==> config.mk <==
export PLATFORM = sky130hd
export DESIGN_NAME = dhcp_vlg_cli_fsm_flat
export DESIGN_NICKNAME = d
export VERILOG_FILES = /design/src/rtl/dhcp_vlg_pkg.sv /design/src/rtl/dhcp_vlg_cli_fsm_if.sv /design/src/rtl/dhcp_vlg_xid_lfsr.sv /design/src/rtl/dhcp_vlg_cli_fsm.sv /design/src/flat_wrapper.sv
export SDC_FILE = /design/constraint.sdc
export NUM_CORES = 1
export LEC_CHECK = 0
export ABC_AREA = 1
export CAP_MARGIN = 20
export CORE_MARGIN = 4
export CORE_UTILIZATION = 51
export DETAILED_ROUTE_END_ITERATION = 16
export GPL_TIMING_DRIVEN = 0
export PLACE_DENSITY = 0.86
export SLEW_MARGIN = 20
export SYNTH_ARGS = -nofsm -noshare
export SYNTH_HDL_FRONTEND = slang
export SYNTH_SLANG_ARGS = --single-unit
==> constraint.sdc <==
create_clock -name clk -period 2.4 [get_ports clk]
set_input_delay 0.48 -clock clk [delete_from_list [all_inputs] [get_ports clk]]
set_output_delay 0.48 -clock clk [all_outputs]
set_load 0.02 [all_outputs]
==> src/rtl/dhcp_vlg_pkg.sv <==
// Shared constants, state encoding and XID LFSR step for the DHCP client FSM.
// DHCP_RAPID_COMMIT_EN widens the option-present mask to carry option 80.
package dhcp_vlg_pkg;

  localparam logic [7:0] DHCP_MSG_DISCOVER = 8'd1;
  localparam logic [7:0] DHCP_MSG_OFFER    = 8'd2;
  localparam logic [7:0] DHCP_MSG_REQUEST  = 8'd3;
  localparam logic [7:0] DHCP_MSG_ACK      = 8'd5;
  localparam logic [7:0] DHCP_MSG_NAK      = 8'd6;

  // opt_pres bits: 0 msg_type, 1 req_ip, 2 srv_id, 3 host, 4 domain, 5 fqdn, 6 end, 7 rapid commit
`ifdef DHCP_RAPID_COMMIT_EN
  localparam int OPT_W = 8;
  localparam logic [OPT_W-1:0] OPT_DISCOVER = 8'b1111_1001;
  localparam logic [OPT_W-1:0] OPT_REQUEST  = 8'b0111_1111;
`else
  localparam int OPT_W = 7;
  localparam logic [OPT_W-1:0] OPT_DISCOVER = 7'b111_1001;
  localparam logic [OPT_W-1:0] OPT_REQUEST  = 7'b111_1111;
`endif

  typedef enum logic [3:0] {
    CLI_IDLE         = 4'd0,
    CLI_DISC_TX      = 4'd1,
    CLI_DISC_WAIT_TX = 4'd2,
    CLI_OFFER_WAIT   = 4'd3,
    CLI_REQ_TX       = 4'd4,
    CLI_REQ_WAIT_TX  = 4'd5,
    CLI_ACK_WAIT     = 4'd6,
    CLI_BOUND        = 4'd7,
    CLI_FAIL         = 4'd8
  } dhcp_cli_fsm_t;

  // Galois form of x^32 + x^22 + x^2 + x + 1, shifting toward bit 0
  localparam logic [31:0] XID_TAPS = 32'h8020_0003;

  function automatic logic [31:0] lfsr_step(input logic [31:0] s);
    return {1'b0, s[31:1]} ^ (s[0] ? XID_TAPS : 32'h0);
  endfunction

endpackage

==> src/rtl/dhcp_vlg_cli_fsm_if.sv <==
// Descriptor bus to the DHCP TX assembler and parsed-reply bus from the RX parser.
// tx_opt_pres width follows DHCP_RAPID_COMMIT_EN through the package.
interface dhcp_vlg_cli_fsm_if;
  import dhcp_vlg_pkg::*;

  logic             tx_val;
  logic [7:0]       tx_msg_type;
  logic [31:0]      tx_xid;
  logic [31:0]      tx_req_ip;
  logic [31:0]      tx_srv_id;
  logic [OPT_W-1:0] tx_opt_pres;
  logic             tx_done;

  logic             rx_val;
  logic [7:0]       rx_msg_type;
  logic [31:0]      rx_xid;
  logic [31:0]      rx_yiaddr;
  logic [31:0]      rx_srv_id;

  modport master (
    output tx_val, tx_msg_type, tx_xid, tx_req_ip, tx_srv_id, tx_opt_pres,
    input  tx_done,
    input  rx_val, rx_msg_type, rx_xid, rx_yiaddr, rx_srv_id
  );

  modport slave (
    input  tx_val, tx_msg_type, tx_xid, tx_req_ip, tx_srv_id, tx_opt_pres,
    output tx_done,
    output rx_val, rx_msg_type, rx_xid, rx_yiaddr, rx_srv_id
  );

endinterface

==> src/rtl/dhcp_vlg_xid_lfsr.sv <==
// Free-running 32-bit Galois LFSR supplying transaction IDs; a zero seed is forced to 1.
module dhcp_vlg_xid_lfsr
  import dhcp_vlg_pkg::*;
#(
  parameter logic [31:0] SEED = 32'hA5A5_5A5A
) (
  input  logic        clk,
  input  logic        rst_n,
  output logic [31:0] lfsr_o
);

  localparam logic [31:0] SEED_G = (SEED == 32'h0) ? 32'h1 : SEED;

  logic [31:0] lfsr_q;

  always_ff @(posedge clk or negedge rst_n) begin
    if (!rst_n) lfsr_q <= SEED_G;
    else        lfsr_q <= lfsr_step(lfsr_q);
  end

  assign lfsr_o = lfsr_q;

endmodule

==> src/rtl/dhcp_vlg_cli_fsm.sv <==
// DHCP client control FSM: DISCOVER/OFFER/REQUEST/ACK exchange with timeouts and retries.
// DHCP_RAPID_COMMIT_EN: DISCOVER carries option 80 and a matching ACK in OFFER_WAIT binds directly.
module dhcp_vlg_cli_fsm
  import dhcp_vlg_pkg::*;
#(
  parameter int unsigned TIMEOUT_TICKS = 1250000,
  parameter int unsigned RETRIES       = 3,
  parameter logic [47:0] MAC_ADDR      = 48'h0,
  parameter logic [31:0] XID_SEED      = 32'hA5A5_5A5A
) (
  input  logic               clk,
  input  logic               rst_n,
  input  logic               start,
  dhcp_vlg_cli_fsm_if.master tx_rx,
  output logic [31:0]        ip_addr,
  output logic               ready,
  output logic               fail,
  output logic               busy
);

  localparam int RW = (RETRIES < 2) ? 1 : $clog2(RETRIES + 1);
  localparam logic [RW-1:0] RETRY_MAX = RW'(RETRIES);
  localparam logic [31:0]   TO_LAST   = 32'(TIMEOUT_TICKS - 1);

  localparam logic [3:0] S_IDLE         = CLI_IDLE;
  localparam logic [3:0] S_DISC_TX      = CLI_DISC_TX;
  localparam logic [3:0] S_DISC_WAIT_TX = CLI_DISC_WAIT_TX;
  localparam logic [3:0] S_OFFER_WAIT   = CLI_OFFER_WAIT;
  localparam logic [3:0] S_REQ_TX       = CLI_REQ_TX;
  localparam logic [3:0] S_REQ_WAIT_TX  = CLI_REQ_WAIT_TX;
  localparam logic [3:0] S_ACK_WAIT     = CLI_ACK_WAIT;
  localparam logic [3:0] S_BOUND        = CLI_BOUND;
  localparam logic [3:0] S_FAIL         = CLI_FAIL;

  // chaddr/client-ID must be a unicast hardware address
  if (MAC_ADDR[40]) begin : g_mac_chk
    $error("dhcp_vlg_cli_fsm: MAC_ADDR must be unicast");
  end

  logic [3:0]       state_q, state_d;
  logic [RW-1:0]    retry_q, retry_d;
  logic [31:0]      timer_q, timer_d;
  logic             tx_val_q, tx_val_d;
  logic [7:0]       msg_q, msg_d;
  logic [31:0]      xid_q, xid_d;
  logic [31:0]      req_ip_q, req_ip_d;
  logic [31:0]      srv_id_q, srv_id_d;
  logic [OPT_W-1:0] opt_q, opt_d;
  logic [31:0]      offer_ip_q, offer_ip_d;
  logic [31:0]      offer_srv_q, offer_srv_d;
  logic [31:0]      ip_q, ip_d;
  logic [31:0]      lfsr;

  logic rx_hit, offer_hit, ack_hit, nak_hit, timeout;

  dhcp_vlg_xid_lfsr #(.SEED(XID_SEED)) u_xid_lfsr (
    .clk    (clk),
    .rst_n  (rst_n),
    .lfsr_o (lfsr)
  );

  assign rx_hit    = tx_rx.rx_val && (tx_rx.rx_xid == xid_q);
  assign offer_hit = rx_hit && (tx_rx.rx_msg_type == DHCP_MSG_OFFER);
  assign ack_hit   = rx_hit && (tx_rx.rx_msg_type == DHCP_MSG_ACK);
  assign nak_hit   = rx_hit && (tx_rx.rx_msg_type == DHCP_MSG_NAK);
  assign timeout   = (timer_q == TO_LAST);

  always_comb begin
    state_d     = state_q;
    retry_d     = retry_q;
    timer_d     = timer_q;
    tx_val_d    = 1'b0;
    msg_d       = msg_q;
    xid_d       = xid_q;
    req_ip_d    = req_ip_q;
    srv_id_d    = srv_id_q;
    opt_d       = opt_q;
    offer_ip_d  = offer_ip_q;
    offer_srv_d = offer_srv_q;
    ip_d        = ip_q;

    if ((state_q == S_OFFER_WAIT || state_q == S_ACK_WAIT) && timer_q != 32'hFFFF_FFFF)
      timer_d = timer_q + 32'd1;

    case (state_q)
      S_IDLE, S_BOUND, S_FAIL: begin
        if (start) begin
          state_d = S_DISC_TX;
          retry_d = '0;
          ip_d    = '0;
        end
      end
      S_DISC_TX: begin
        tx_val_d = 1'b1;
        xid_d    = lfsr;
        msg_d    = DHCP_MSG_DISCOVER;
        req_ip_d = '0;
        srv_id_d = '0;
        opt_d    = OPT_DISCOVER;
        retry_d  = retry_q + 1'b1;
        state_d  = S_DISC_WAIT_TX;
      end
      S_DISC_WAIT_TX: begin
        if (tx_rx.tx_done) begin
          state_d = S_OFFER_WAIT;
          timer_d = '0;
        end
      end
      S_OFFER_WAIT: begin
        // a reply landing on the timeout cycle takes priority over the timeout
        if (offer_hit) begin
          offer_ip_d  = tx_rx.rx_yiaddr;
          offer_srv_d = tx_rx.rx_srv_id;
          retry_d     = '0;
          state_d     = S_REQ_TX;
        end
`ifdef DHCP_RAPID_COMMIT_EN
        else if (ack_hit) begin
          ip_d    = tx_rx.rx_yiaddr;
          state_d = S_BOUND;
        end
`endif
        else if (timeout) begin
          state_d = (retry_q < RETRY_MAX) ? S_DISC_TX : S_FAIL;
        end
      end
      S_REQ_TX: begin
        tx_val_d = 1'b1;
        msg_d    = DHCP_MSG_REQUEST;
        req_ip_d = offer_ip_q;
        srv_id_d = offer_srv_q;
        opt_d    = OPT_REQUEST;
        retry_d  = retry_q + 1'b1;
        state_d  = S_REQ_WAIT_TX;
      end
      S_REQ_WAIT_TX: begin
        if (tx_rx.tx_done) begin
          state_d = S_ACK_WAIT;
          timer_d = '0;
        end
      end
      S_ACK_WAIT: begin
        if (ack_hit) begin
          ip_d    = tx_rx.rx_yiaddr;
          state_d = S_BOUND;
        end else if (nak_hit) begin
          retry_d = '0;
          state_d = S_DISC_TX;
        end else if (timeout) begin
          state_d = (retry_q < RETRY_MAX) ? S_REQ_TX : S_FAIL;
        end
      end
      default: state_d = S_IDLE;
    endcase
  end

  always_ff @(posedge clk or negedge rst_n) begin
    if (!rst_n) begin
      state_q     <= S_IDLE;
      retry_q     <= '0;
      timer_q     <= '0;
      tx_val_q    <= 1'b0;
      msg_q       <= '0;
      xid_q       <= '0;
      req_ip_q    <= '0;
      srv_id_q    <= '0;
      opt_q       <= '0;
      offer_ip_q  <= '0;
      offer_srv_q <= '0;
      ip_q        <= '0;
    end else begin
      state_q     <= state_d;
      retry_q     <= retry_d;
      timer_q     <= timer_d;
      tx_val_q    <= tx_val_d;
      msg_q       <= msg_d;
      xid_q       <= xid_d;
      req_ip_q    <= req_ip_d;
      srv_id_q    <= srv_id_d;
      opt_q       <= opt_d;
      offer_ip_q  <= offer_ip_d;
      offer_srv_q <= offer_srv_d;
      ip_q        <= ip_d;
    end
  end

  assign tx_rx.tx_val      = tx_val_q;
  assign tx_rx.tx_msg_type = msg_q;
  assign tx_rx.tx_xid      = xid_q;
  assign tx_rx.tx_req_ip   = req_ip_q;
  assign tx_rx.tx_srv_id   = srv_id_q;
  assign tx_rx.tx_opt_pres = opt_q;

  assign ip_addr = ip_q;
  assign ready   = (state_q == S_BOUND);
  assign fail    = (state_q == S_FAIL);
  assign busy    = !(state_q == S_IDLE || state_q == S_BOUND || state_q == S_FAIL);

endmodule

==> src/flat_wrapper.sv <==
// flat-port wrapper written by rule: the top's interface ports become plain ports
module dhcp_vlg_cli_fsm_flat import dhcp_vlg_pkg::*;
#(
  parameter int unsigned TIMEOUT_TICKS = 1250000,
  parameter int unsigned RETRIES       = 3,
  parameter logic [47:0] MAC_ADDR      = 48'h0,
  parameter logic [31:0] XID_SEED      = 32'hA5A5_5A5A
)
  (clk, rst_n, start, ip_addr, ready, fail, busy, tx_rx_tx_val, tx_rx_tx_msg_type, tx_rx_tx_xid, tx_rx_tx_req_ip, tx_rx_tx_srv_id, tx_rx_tx_opt_pres, tx_rx_tx_done, tx_rx_rx_val, tx_rx_rx_msg_type, tx_rx_rx_xid, tx_rx_rx_yiaddr, tx_rx_rx_srv_id);
  dhcp_vlg_cli_fsm_if tx_rx_i ();
  input  logic clk;
  input  logic rst_n;
  input  logic start;
  output logic [31:0] ip_addr;
  output logic ready;
  output logic fail;
  output logic busy;
  output wire logic [$bits(tx_rx_i.tx_val)-1:0] tx_rx_tx_val;
  output wire logic [$bits(tx_rx_i.tx_msg_type)-1:0] tx_rx_tx_msg_type;
  output wire logic [$bits(tx_rx_i.tx_xid)-1:0] tx_rx_tx_xid;
  output wire logic [$bits(tx_rx_i.tx_req_ip)-1:0] tx_rx_tx_req_ip;
  output wire logic [$bits(tx_rx_i.tx_srv_id)-1:0] tx_rx_tx_srv_id;
  output wire logic [$bits(tx_rx_i.tx_opt_pres)-1:0] tx_rx_tx_opt_pres;
  input wire logic [$bits(tx_rx_i.tx_done)-1:0] tx_rx_tx_done;
  input wire logic [$bits(tx_rx_i.rx_val)-1:0] tx_rx_rx_val;
  input wire logic [$bits(tx_rx_i.rx_msg_type)-1:0] tx_rx_rx_msg_type;
  input wire logic [$bits(tx_rx_i.rx_xid)-1:0] tx_rx_rx_xid;
  input wire logic [$bits(tx_rx_i.rx_yiaddr)-1:0] tx_rx_rx_yiaddr;
  input wire logic [$bits(tx_rx_i.rx_srv_id)-1:0] tx_rx_rx_srv_id;
  assign tx_rx_tx_val = tx_rx_i.tx_val;
  assign tx_rx_tx_msg_type = tx_rx_i.tx_msg_type;
  assign tx_rx_tx_xid = tx_rx_i.tx_xid;
  assign tx_rx_tx_req_ip = tx_rx_i.tx_req_ip;
  assign tx_rx_tx_srv_id = tx_rx_i.tx_srv_id;
  assign tx_rx_tx_opt_pres = tx_rx_i.tx_opt_pres;
  assign tx_rx_i.tx_done = tx_rx_tx_done;
  assign tx_rx_i.rx_val = tx_rx_rx_val;
  assign tx_rx_i.rx_msg_type = tx_rx_rx_msg_type;
  assign tx_rx_i.rx_xid = tx_rx_rx_xid;
  assign tx_rx_i.rx_yiaddr = tx_rx_rx_yiaddr;
  assign tx_rx_i.rx_srv_id = tx_rx_rx_srv_id;
  dhcp_vlg_cli_fsm #(.TIMEOUT_TICKS(TIMEOUT_TICKS), .RETRIES(RETRIES), .MAC_ADDR(MAC_ADDR), .XID_SEED(XID_SEED)) u_core (.clk(clk), .rst_n(rst_n), .start(start), .tx_rx(tx_rx_i), .ip_addr(ip_addr), .ready(ready), .fail(fail), .busy(busy));
endmodule
# Word-level counts from Yosys, hierarchy flattened
# Index checks and enable logic that the tools add are counted.
# classes
n_eq_ne,23
n_addsub,2
n_reduce_logical,20
n_bitwise,1
mux,28
magnitude_cmp,1
# ops
cell,count
$mux W32,6
$pmux W32 S2,3
$mux W4,10
$add A32 B1 Y32 const B,1
$eq A32 B21 Y1 const B,1
$eq A32 B32 Y1,1
$ne A32 B32 Y1 const B,1
$xor A31 B32 Y32,1
$pmux W4 S7,1
$eq A4 B3 Y1 const B,4
$eq A8 B3 Y1 const B,2
$pmux W8 S2,1
$pmux W7 S2,1
$reduce_and A5 Y1,2
$eq A4 B2 Y1 const B,2
$eq A8 B2 Y1 const B,1
$mux W2,4
$ne A2 B2 Y1 const B,4
$pmux W2 S4,1
$ne A2 B1 Y1 const B,3
$logic_and A1 B1 Y1,5
$eq A4 B1 Y1 const B,1
$eq A4 B4 Y1 const B,1
$logic_not A4 Y1,1
other kinds (13),17
# totals
wordCells,88
out_inout_bits,147
reg_bits,278
in_bits,109

# Depth between registers and ports, before layout
# Gate-level depths: netlist of the first run.
# logic_depth
depth_word,6
ltp_mapped,14
ltp_nobuf,14

# Hierarchy
# Synthesis of the first run repeated with hierarchy kept, for this count alone.
# hier_totals
hier_cells,1456
hier_area_um2,12259.3
# by_module_without_submodules
mod,cells_each,seq_area_each_um2,instances,area_each_um2
dhcp_vlg_cli_fsm,1411,5830.6,1,11389.7
dhcp_vlg_xid_lfsr,45,820.8,1,869.6

# Worst setup path before layout of the first run
# OpenSTA, ideal clock, no wires.
# synth_path
kind,register to register
start,reg u_core.xid_q[19] (netlist: u_core.tx_rx.tx_xid[19])
end,reg u_core.offer_ip_q[0]
path_buffers,2
t_arrival_ns,1.714
setup_slack_ns,0.561
t_required_ns,2.275
setup_ns,0.125
synth_period_minus_slack_ns,1.839
stages_incl_launch_ff,13
cell_sequence,dfrtp_1 inv_1 nand2_1 nand2_1 nor2_1 nand2_1 nor2_1 nand2_1 nor2_1 nand4_1 buf_4 buf_6 mux2_2
# synth_via
elab_chain_len,4
# synth_lines
element,line,source
start: declaration,dhcp_vlg_cli_fsm.sv:45,"logic [31:0] xid_q, xid_d;"
start signal: assignment,dhcp_vlg_cli_fsm.sv:177,xid_q <= xid_d;
$eq A32 B32 Y1,dhcp_vlg_cli_fsm.sv:62,assign rx_hit = tx_rx.rx_val && (tx_rx.rx_xid == xid_q);
$logic_and A1 B1 Y1,dhcp_vlg_cli_fsm.sv:62,
$logic_and A1 B1 Y1,dhcp_vlg_cli_fsm.sv:63,assign offer_hit = rx_hit && (tx_rx.rx_msg_type == DHCP_MSG_OFFER);
$reduce_and A2 Y1 (no source line),-,
end signal: assignment,dhcp_vlg_cli_fsm.sv:181,offer_ip_q <= offer_ip_d;
end: declaration,dhcp_vlg_cli_fsm.sv:49,"logic [31:0] offer_ip_q, offer_ip_d;"
# Every way passes these cells.
# A chain may end at the register's enable or synchronous reset.

# Final worst setup path of the first run
# layout_path
start,reg u_core.state_q[0]
end,reg u_core.srv_id_q[7] (netlist: u_core.tx_rx.tx_srv_id[7])
# layout_via
elab_chain_len,2
elab_cells_between_ends,4
classes_between,eq/ne: 2; mux: 1; reduce/logical: 1
# layout_lines
element,line,source
start: declaration,dhcp_vlg_cli_fsm.sv:40,"logic [3:0] state_q, state_d;"
start signal: assignment,dhcp_vlg_cli_fsm.sv:172,state_q <= state_d;
$eq A4 B3 Y1 / $eq A4 B1 Y1 (equally long branches),dhcp_vlg_cli_fsm.sv:85,case (state_q)
$pmux W32 S2 / $reduce_bool A2 Y1 (equally long branches),-,
end signal: assignment,dhcp_vlg_cli_fsm.sv:179,srv_id_q <= srv_id_d;
end: declaration,dhcp_vlg_cli_fsm.sv:47,"logic [31:0] srv_id_q, srv_id_d;"
# Parallel ways exist; a longest one is shown, timed or not.

==> key figures, run 1 <==
Logic synthesis
  – Synthesized area per cell: ~9.5 µm²
  – Synthesis-stage register bit count: 265
  – Synth Cell Area: approximately 12000 µm²
  – Cell variety after synth: 38
  – Largest cells by area after synthesis: dfrtp_1 (53%), nand2_1 (10%), mux2_2 (6.1%)
  – Async SR Flop Fraction: between 90% and 100%
  – Cells after synthesis: approximately 1200
  – Sequential share of the synthesized area: 56.4%
  – Synth area leader: dfrtp_1
  – Top-area cell type share of the netlist area: 52.8%
  – Prevailing post-synth register cell: dfrtp_1
  – Post-synth EDFFs: 0
  – Yosys Warn Count: 0

Worst setup path
  – CP arrival: around 2.8 ns
  – CP Class: flip-flop to flip-flop
  – Crit end category: flip-flop
  – Most frequent CP cell: nor2_1
  – Worst Path Max Fanout: 10
  – Critical path, cell by cell: inv_1 > nor2_1 > nand2_1 > inv_2 > nor2_1 > buf_2 > buf_1 > a22o_1
  – Crit start category: flip-flop
  – Max incr delay on CP: roughly 0.45 ns
  – Req. time, crit path: 2.88 ns
  – Crit path max-delay cell type: dfrtp_1

STA
  – Slew margin rel.: between 50% and 60%
  – Final hold vios: 0
  – Final Max Slew Viols: 0
  – Fin Hold WS: 0.365 ns
  – Final Critical Period: about 2.3 ns
  – RSZ-0062 raised after global routing: yes
  – Maximum clock frequency: 430 MHz
  – Fin crit share: between 90% and 100%
  – Final setup viols: 0
  – Worst Tran Pin Value: 0.636 ns
  – Skew final: ~0.023 ns

Clock tree
  – CTS sink count: around 270
  – Setup Buffers After CTS: 0
  – TritonCTS clock tree: built
  – H-tree Lvls: 1
  – Clk pin slew, worst setup/hold paths: around 0.06 ns
  – Max Root-Sink Buffers: 3
  – Total CTS buffers: 27
  – Clk_lat worst skew: approximately 0.54 ns
  – Root Buffer: clkbuf_16

Route
  – DR vias/cell: around 5.5
  – Vias: 10100
  – Initial drt markers: a little over 800
  – WL/cell: about 19 µm
  – Final WL: between 30000 and 40000 µm
  – Post-route ant nets: 0
  – DRC viols: 0
  – DRT Pass-1 Iters: 6

Power
  – Leakage power: ~7.5 nW
  – Peak VDD IR: 0.000562 V
  – Pwr dens: 763 nW/µm²

Global routing
  – Largest net degree at the start of global routing: 81
  – Congestion Overflow GR: 0
  – First-pass GRT wire length: between 50000 and 60000 µm
  – GRT Util Overall: roughly 27%
  – Vias in the first global route: around 10000
  – Antenna violations before repair: 2

Floorplan
  – Die Span X: between 150 and 200 µm
  – Rows: 55
  – Die H: 160 µm
  – Initial Utilization: between 50% and 60%
  – Die area: around 26000 µm²
  – Core area: roughly 23000 µm²
  – # IOs: 256

Hold path
  – HP Class: flip-flop to flip-flop

Layout
  – Fin cells: 1841
  – Area Growth Syn to Fin: 33.0%
  – Fillers: 1667
  – Final-stage net count: around 1600
  – Share of cells above drive strength 1: 11.9%

Placement
  – Final HPWL DP: 24800 µm
  – Gpl congestion: 0.903
  – Placed insts: 1789
  – PortBufs: approximately 250

Status
  – Status: complete, no violations

Flow run
  – Max-cap violations: 0
-- power breakdown --
group | switching, mW | internal, mW | total [mW]
Clock | 1.78 | 2.58 | 4.36
Combinational | 1.82 | 0.869 | 2.69
Sequential | 0.241 | 4.68 | 4.92
Total | 3.84 | 8.13 | 12.0
-- cell type report --
class	count	area, µm²	area share (%)
clock inverters	12	143	0.909
repair buffers	253	2580	16.5
well taps	285	357	2.27
plain buffers	59	353	2.25
multi-input cells	805	4370	27.8
flip-flops and latches	265	6650	42.4
diodes	1	2.50	0.0159
clock buffers	38	777	4.95
inverters	123	462	2.94
-- worst max-delay path, delay by kind of cell, from the launching register on --
family / cells / cell delay (ns)
AO/OA/AOI/OAI: 1 / 0.22
buffers and inverters: 4 / 1.02
AND/OR/NAND/NOR: 3 / 0.57
flip-flops: 1 / 0.45
-- sequential cells by signal, summed over array words and instances (netlist names) --
register and cells:
u_core.ip_addr 32, u_core.offer_ip_q 32, u_core.offer_srv_q 32, u_core.retry_q 2, u_core.state_q 4, u_core.timer_q 32
u_core.tx_rx.tx_opt_pres 2, u_core.tx_rx.tx_req_ip 32, u_core.tx_rx.tx_srv_id 32, u_core.tx_rx.tx_val 1, u_core.tx_rx.tx_xid 32, u_core.u_xid_lfsr.lfsr_o 32
-- layer usage --
metal	vias up	GRT usage (%)	part of all wire [%]
met4	2	8.84	3.3
met5	-	0	0.037
met2	444	44.0	48
li1	4641	-	-
met1	4916	34.3	40
met3	77	7.87	9.4
-- synth_stat cells (2+ instances only) --
cell and n:
nor4_1 12, nor3_1 21, a21oi_1 8, and3_1 3, buf_2 15, dfrtp_1 249
dfstp_2 16, ha_1 2, o21ai_0 74, nand2_2 3, buf_6 7, or2_2 2
inv_1 120, xnor2_1 4, mux2_2 64, nor2_1 127, nand3b_1 2, a221oi_1 2
nand3_1 30, clkbuf_1 20, buf_4 15, and2_1 2, a22o_1 64, buf_1 2
nand4_1 29, xor2_1 20, nor3_2 2, nand2_1 315, inv_2 3, a211oi_1 6
-- through the flow --
step	setup TNS (ns)	utilization (%)	total power, mW	setup WS (ns)	area (µm²)
floorplan	0	-	6.57	0.561	11800
global placement	-2638.87	64.6	7.55	-10.09	14700
detailed placement	-28.91	65.0	7.65	-0.427	14800
CTS	0	69.1	12.0	0.0453	15700
global route	-1.35	69.1	12.5	-0.0852	15700
finish	0	69.1	12.0	0.0738	15700
-- path summary, 6_finish.rpt --
check / start / endpoint / slack (ns) / cells after the start
worst max-delay path: u_core.state_q[0] / u_core.tx_rx.tx_srv_id[7] / 0.07 / 8
min in group asynchronous: rst_n / u_core.tx_rx.tx_req_ip[17] / 0.47 / 2
worst max register to register: u_core.state_q[0] / u_core.tx_rx.tx_srv_id[7] / 0.07 / 8
max in group asynchronous: rst_n / u_core.u_xid_lfsr.lfsr_o[11] / 0.77 / 4
worst min register to register: u_core.u_xid_lfsr.lfsr_o[24] / u_core.u_xid_lfsr.lfsr_o[23] / 0.36 / 0
worst min-delay path: u_core.u_xid_lfsr.lfsr_o[24] / u_core.u_xid_lfsr.lfsr_o[23] / 0.36 / 0
-- cell usage in the layout (no fill, tap or decap), types with 4 or more instances in the layout --
| master | n |
|---|---|
| clkinv_2 | 7 |
| dfrtp_1 | 249 |
| clkbuf_8 | 6 |
| nor4_1 | 12 |
| xnor2_1 | 4 |
| nand3_1 | 30 |
| nand2_1 | 315 |
| nor2_1 | 125 |
| mux2_2 | 64 |
| buf_6 | 7 |
| buf_2 | 14 |
| clkdlybuf4s50_1 | 245 |
| a21oi_1 | 8 |
| buf_4 | 16 |
| a22o_1 | 64 |
| clkbuf_1 | 24 |
| nor3_1 | 21 |
| a211oi_1 | 6 |
| o21ai_0 | 71 |
| dfstp_2 | 16 |
| inv_1 | 120 |
| xor2_1 | 20 |
| nand4_1 | 29 |
| clkbuf_16 | 27 |
| conb_1 | 6 |
-- cell families (layout without fill, tap and decap cells) --
group | after synthesis | count (layout) | synth area share, %
DFF | 265 | 265 | 56.4
buffers and inverters | 182 | 485 | 6.87
adders and majority gates | 2 | 2 | 0.212
xor gates and xnor gates | 24 | 24 | 1.78
other | 1 | 7 | 0.0318
AOI/OAI and AO/OA | 157 | 157 | 9.01
and+or+nand+nor | 552 | 552 | 19.6
muxes | 64 | 64 | 6.11
-- what timing repair did --
| item | in CTS | in global routing |
|---|---|---|
| endpoints found under the setup margin | 3 | 70 |
| hold buffers | 1 | 0 |
| pin swaps | 0 | 0 |
| resized for setup | 3 | 12 |
| endpoints found under the hold margin | 61 | 0 |
Power figures use the tool's default switching activity.
==> inputs of run 2 (changes only) <==
- CORE_ASPECT_RATIO: not set -> 0.8
- SETUP_SLACK_MARGIN: not set -> 0.4
==> run 2 against run 1 <==
Net effect:
- sequential power about the same
- combinational power up 26%
- core utilization up 5.0 points
- fmax grew 7.8%
- via count up 2.6%
- clock power increased by 2%
- final cell count grew 3.2%
- highest routed layer is now met4
- die area barely moved
- non-clock buffer count up 40
- register-to-register slack better by 0.22 ns
- largest cell class unchanged
==> key figures, run 2 (same netlist as run 1, synthesis figures left out) <==
Floorplan
  – Die area: 25700 µm² (was 25600 µm²)
  – Die H: 144 µm (was 160 µm)
  – Rows: 49 (was 55)
  – Core area: 22600 µm² (was 22700 µm²)
  – Initial Utilization: 52.2% (was 52.0%)
  – # IOs: 256 (unchanged)
  – Die Span X: 178 µm (was 160 µm)

Route
  – DRC viols: 0 (unchanged)
  – Met2 wire len: 17000 µm (was 16600 µm)
  – Final WL: 35600 µm (was 34900 µm)
  – Post-route ant nets: 0 (unchanged)
  – Uppermost layer routed: met4 (was met5)
  – DRT Pass-1 Iters: 5 (was 6)
  – DR vias/cell: 5.44 (was 5.48)
  – WL/cell: 18.8 µm (was 18.9 µm)
  – Initial drt markers: 954 (was 822)
  – Met3 routed WL: 3060 µm (was 3270 µm)
  – Vias: 10300 (was 10100)
  – Wire length on met1: 14600 µm (was 13800 µm)

Worst setup path
  – Crit path max-delay cell type: dfrtp_1 (unchanged)
  – Critical path, cell by cell: inv_2 > nand2_4 > nor3_4 > inv_1 > nand2_2 > inv_4 > buf_6 (was inv_1 > nor2_1 > nand2_1 > inv_2 > nor2_1 > buf_2 > buf_1 > a22o_1)
  – Worst Path Max Fanout: 4 (was 10)
  – CP arrival: 1.68 ns (was 2.80 ns)
  – Max incr delay on CP: 0.40 ns (was 0.45 ns)
  – CP Class: flip-flop to primary output (was flip-flop to flip-flop)
  – Req. time, crit path: 1.92 ns (was 2.88 ns)
  – Crit end category: primary output (was flip-flop)
  – Crit start category: flip-flop (unchanged)

STA
  – RSZ-0062 raised after global routing: yes (unchanged)
  – Final Critical Period: 2.16 ns (was 2.33 ns)
  – Worst Tran Pin Value: 0.574 ns (was 0.636 ns)
  – Setup ws final: 0.242 ns (was 0.0738 ns)
  – Final setup viols: 0 (unchanged)
  – Final hold vios: 0 (unchanged)
  – Slew margin rel.: 61.7% (was 57.6%)
  – Fin crit share: 89.9% (was 96.9%)
  – Maximum clock frequency: 463 MHz (was 430 MHz)
  – Skew final: 0.0227 ns (was 0.0235 ns)
  – Final Max Slew Viols: 0 (unchanged)

Clock tree
  – H-tree Lvls: 1 (unchanged)
  – Clk pin slew, worst setup/hold paths: 0.06 ns (about the same)
  – Root Buffer: clkbuf_16 (unchanged)
  – TritonCTS clock tree: built (unchanged)
  – Total CTS buffers: 27 (unchanged)
  – CTS sink count: 265 (unchanged)
  – Max Root-Sink Buffers: 3 (unchanged)
  – Clk_lat worst skew: 0.54 ns (about the same)

Hold path
  – HP Class: flip-flop to flip-flop (unchanged)

Power
  – Leakage power: 9.89 nW (was 7.47 nW)
  – Peak VDD IR: 0.000593 V (was 0.000562 V)
  – Pwr dens: 762 nW/µm² (was 763 nW/µm²)
  – Power after layout: 12.8 mW (was 12.0 mW)

Global routing
  – Vias in the first global route: 10500 (was 10300)
  – Antenna violations before repair: 0 (was 2)
  – First-pass GRT wire length: 54900 µm (was 55600 µm)
  – Congestion Overflow GR: 0 (unchanged)
  – GRT Util Overall: 26.8% (about the same)
  – Largest net degree at the start of global routing: 83 (was 81)

Flow run
  – Max-cap violations: 0 (unchanged)

Layout
  – Share of cells above drive strength 1: 20.9% (was 11.9%)
  – Diodes inserted: 0 (was 1)
  – Commonest non-fill, non-tap cells in the layout: nand2_1 (289), dfrtp_1 (239), dlymetal6s2s_1 (111) (was nand2_1 (315), dfrtp_1 (249), clkdlybuf4s50_1 (245))
  – Area Growth Syn to Fin: 42.0% (was 33.0%)
  – Commonest non-fill, non-tap cell in the layout: nand2_1 (unchanged)
  – Post-layout instance area: 16800 µm² (was 15700 µm²)
  – Final-stage net count: 1685 (was 1645)

Placement
  – Placed cell area: 14800 µm² (about the same)
  – PortBufs: 249 (unchanged)
  – Setup WS pre-CTS: -0.380 ns (was -0.427 ns)
  – Final HPWL DP: 24700 µm (was 24800 µm)
  – Gpl congestion: 0.960 (was 0.903)

Status
  – Status: complete, no violations (unchanged)
==> run 2: changes by cell type in the layout (fill, tap and decap cells not counted), moves of 12 or more <==
cell / change
clkdlybuf4s50_1: -143
dlymetal6s2s_1: +111
buf_4: +33
dlygate4sd2_1: +30
nand2_1: -26
nor2_1: -24
nand2_2: +23
nor2_2: +17
o21ai_0: -16
o21ai_1: +13
buf_6: +12
==> run 2: power by group <==
part	internal [mW]	switching [mW]	leakage, nW
Sequential	4.69	0.253	3.59
Clock	2.70	1.74	0.476
Combinational	1.29	2.11	5.82
==> run 2: layer usage <==
metal,vias to the layer above,global-route usage [%]
li1,4725,-
met1,5071,36.6
met2,474,42.7
met3,72,6.85
met4,0,8.14
met5,-,0
==> run 2: final timing paths <==
path | start | end | slack, ns | cells past startpoint
min in group asynchronous | rst_n | u_core.timer_q[0] | 0.45 | 2
max | u_core.state_q[3] | busy | 0.24 | 7
min reg2reg | u_core.u_xid_lfsr.lfsr_o[12] | u_core.u_xid_lfsr.lfsr_o[11] | 0.37 | 0
max in group asynchronous | rst_n | u_core.u_xid_lfsr.lfsr_o[31] | 0.90 | 4
max reg2reg | u_core.tx_rx.tx_xid[6] | u_core.offer_ip_q[23] | 0.29 | 12
min | u_core.u_xid_lfsr.lfsr_o[12] | u_core.u_xid_lfsr.lfsr_o[11] | 0.37 | 0
==> run 2: final cells by class <==
type / count / area (µm²)
clock inverters: 9 / 131
flip-flops and latches: 265 / 6660
clock buffers: 40 / 825
plain buffers: 59 / 433
multi-input cells: 805 / 4680
well taps: 306 / 383
inverters: 123 / 467
fillers: 1522 / 5870
repair buffers: 293 / 3170
==> run 2: stage by stage <==
stage                     utilization [%]  hold WS [ns]  setup TNS [ns]  cells
after global routing                 74.1         0.381               0   1900
final                                74.1         0.369               0   1900
after CTS                            70.7         0.369               0   1875
after floorplan                         -         0.184               0   1252
after detailed placement             65.3         0.359          -30.44   1810
after global placement               65.0         0.357        -2643.92   1807
==> run 2: repair_timing <==
action                                  CTS  global route
pin swaps                                10            19
hold buffers                              1             0
endpoints found under the setup margin  301           289
buffers inserted                         15            25
resized for setup                       110           228
hold endpoints to repair                 39             0
==> run 2: worst max-delay path: cells and delay by family (launching register included) <==
| kind | cells | cell delay (ns) |
|---|---|---|
| buf+inv | 4 | 0.35 |
| flops | 1 | 0.40 |
| simple gates | 3 | 0.39 |
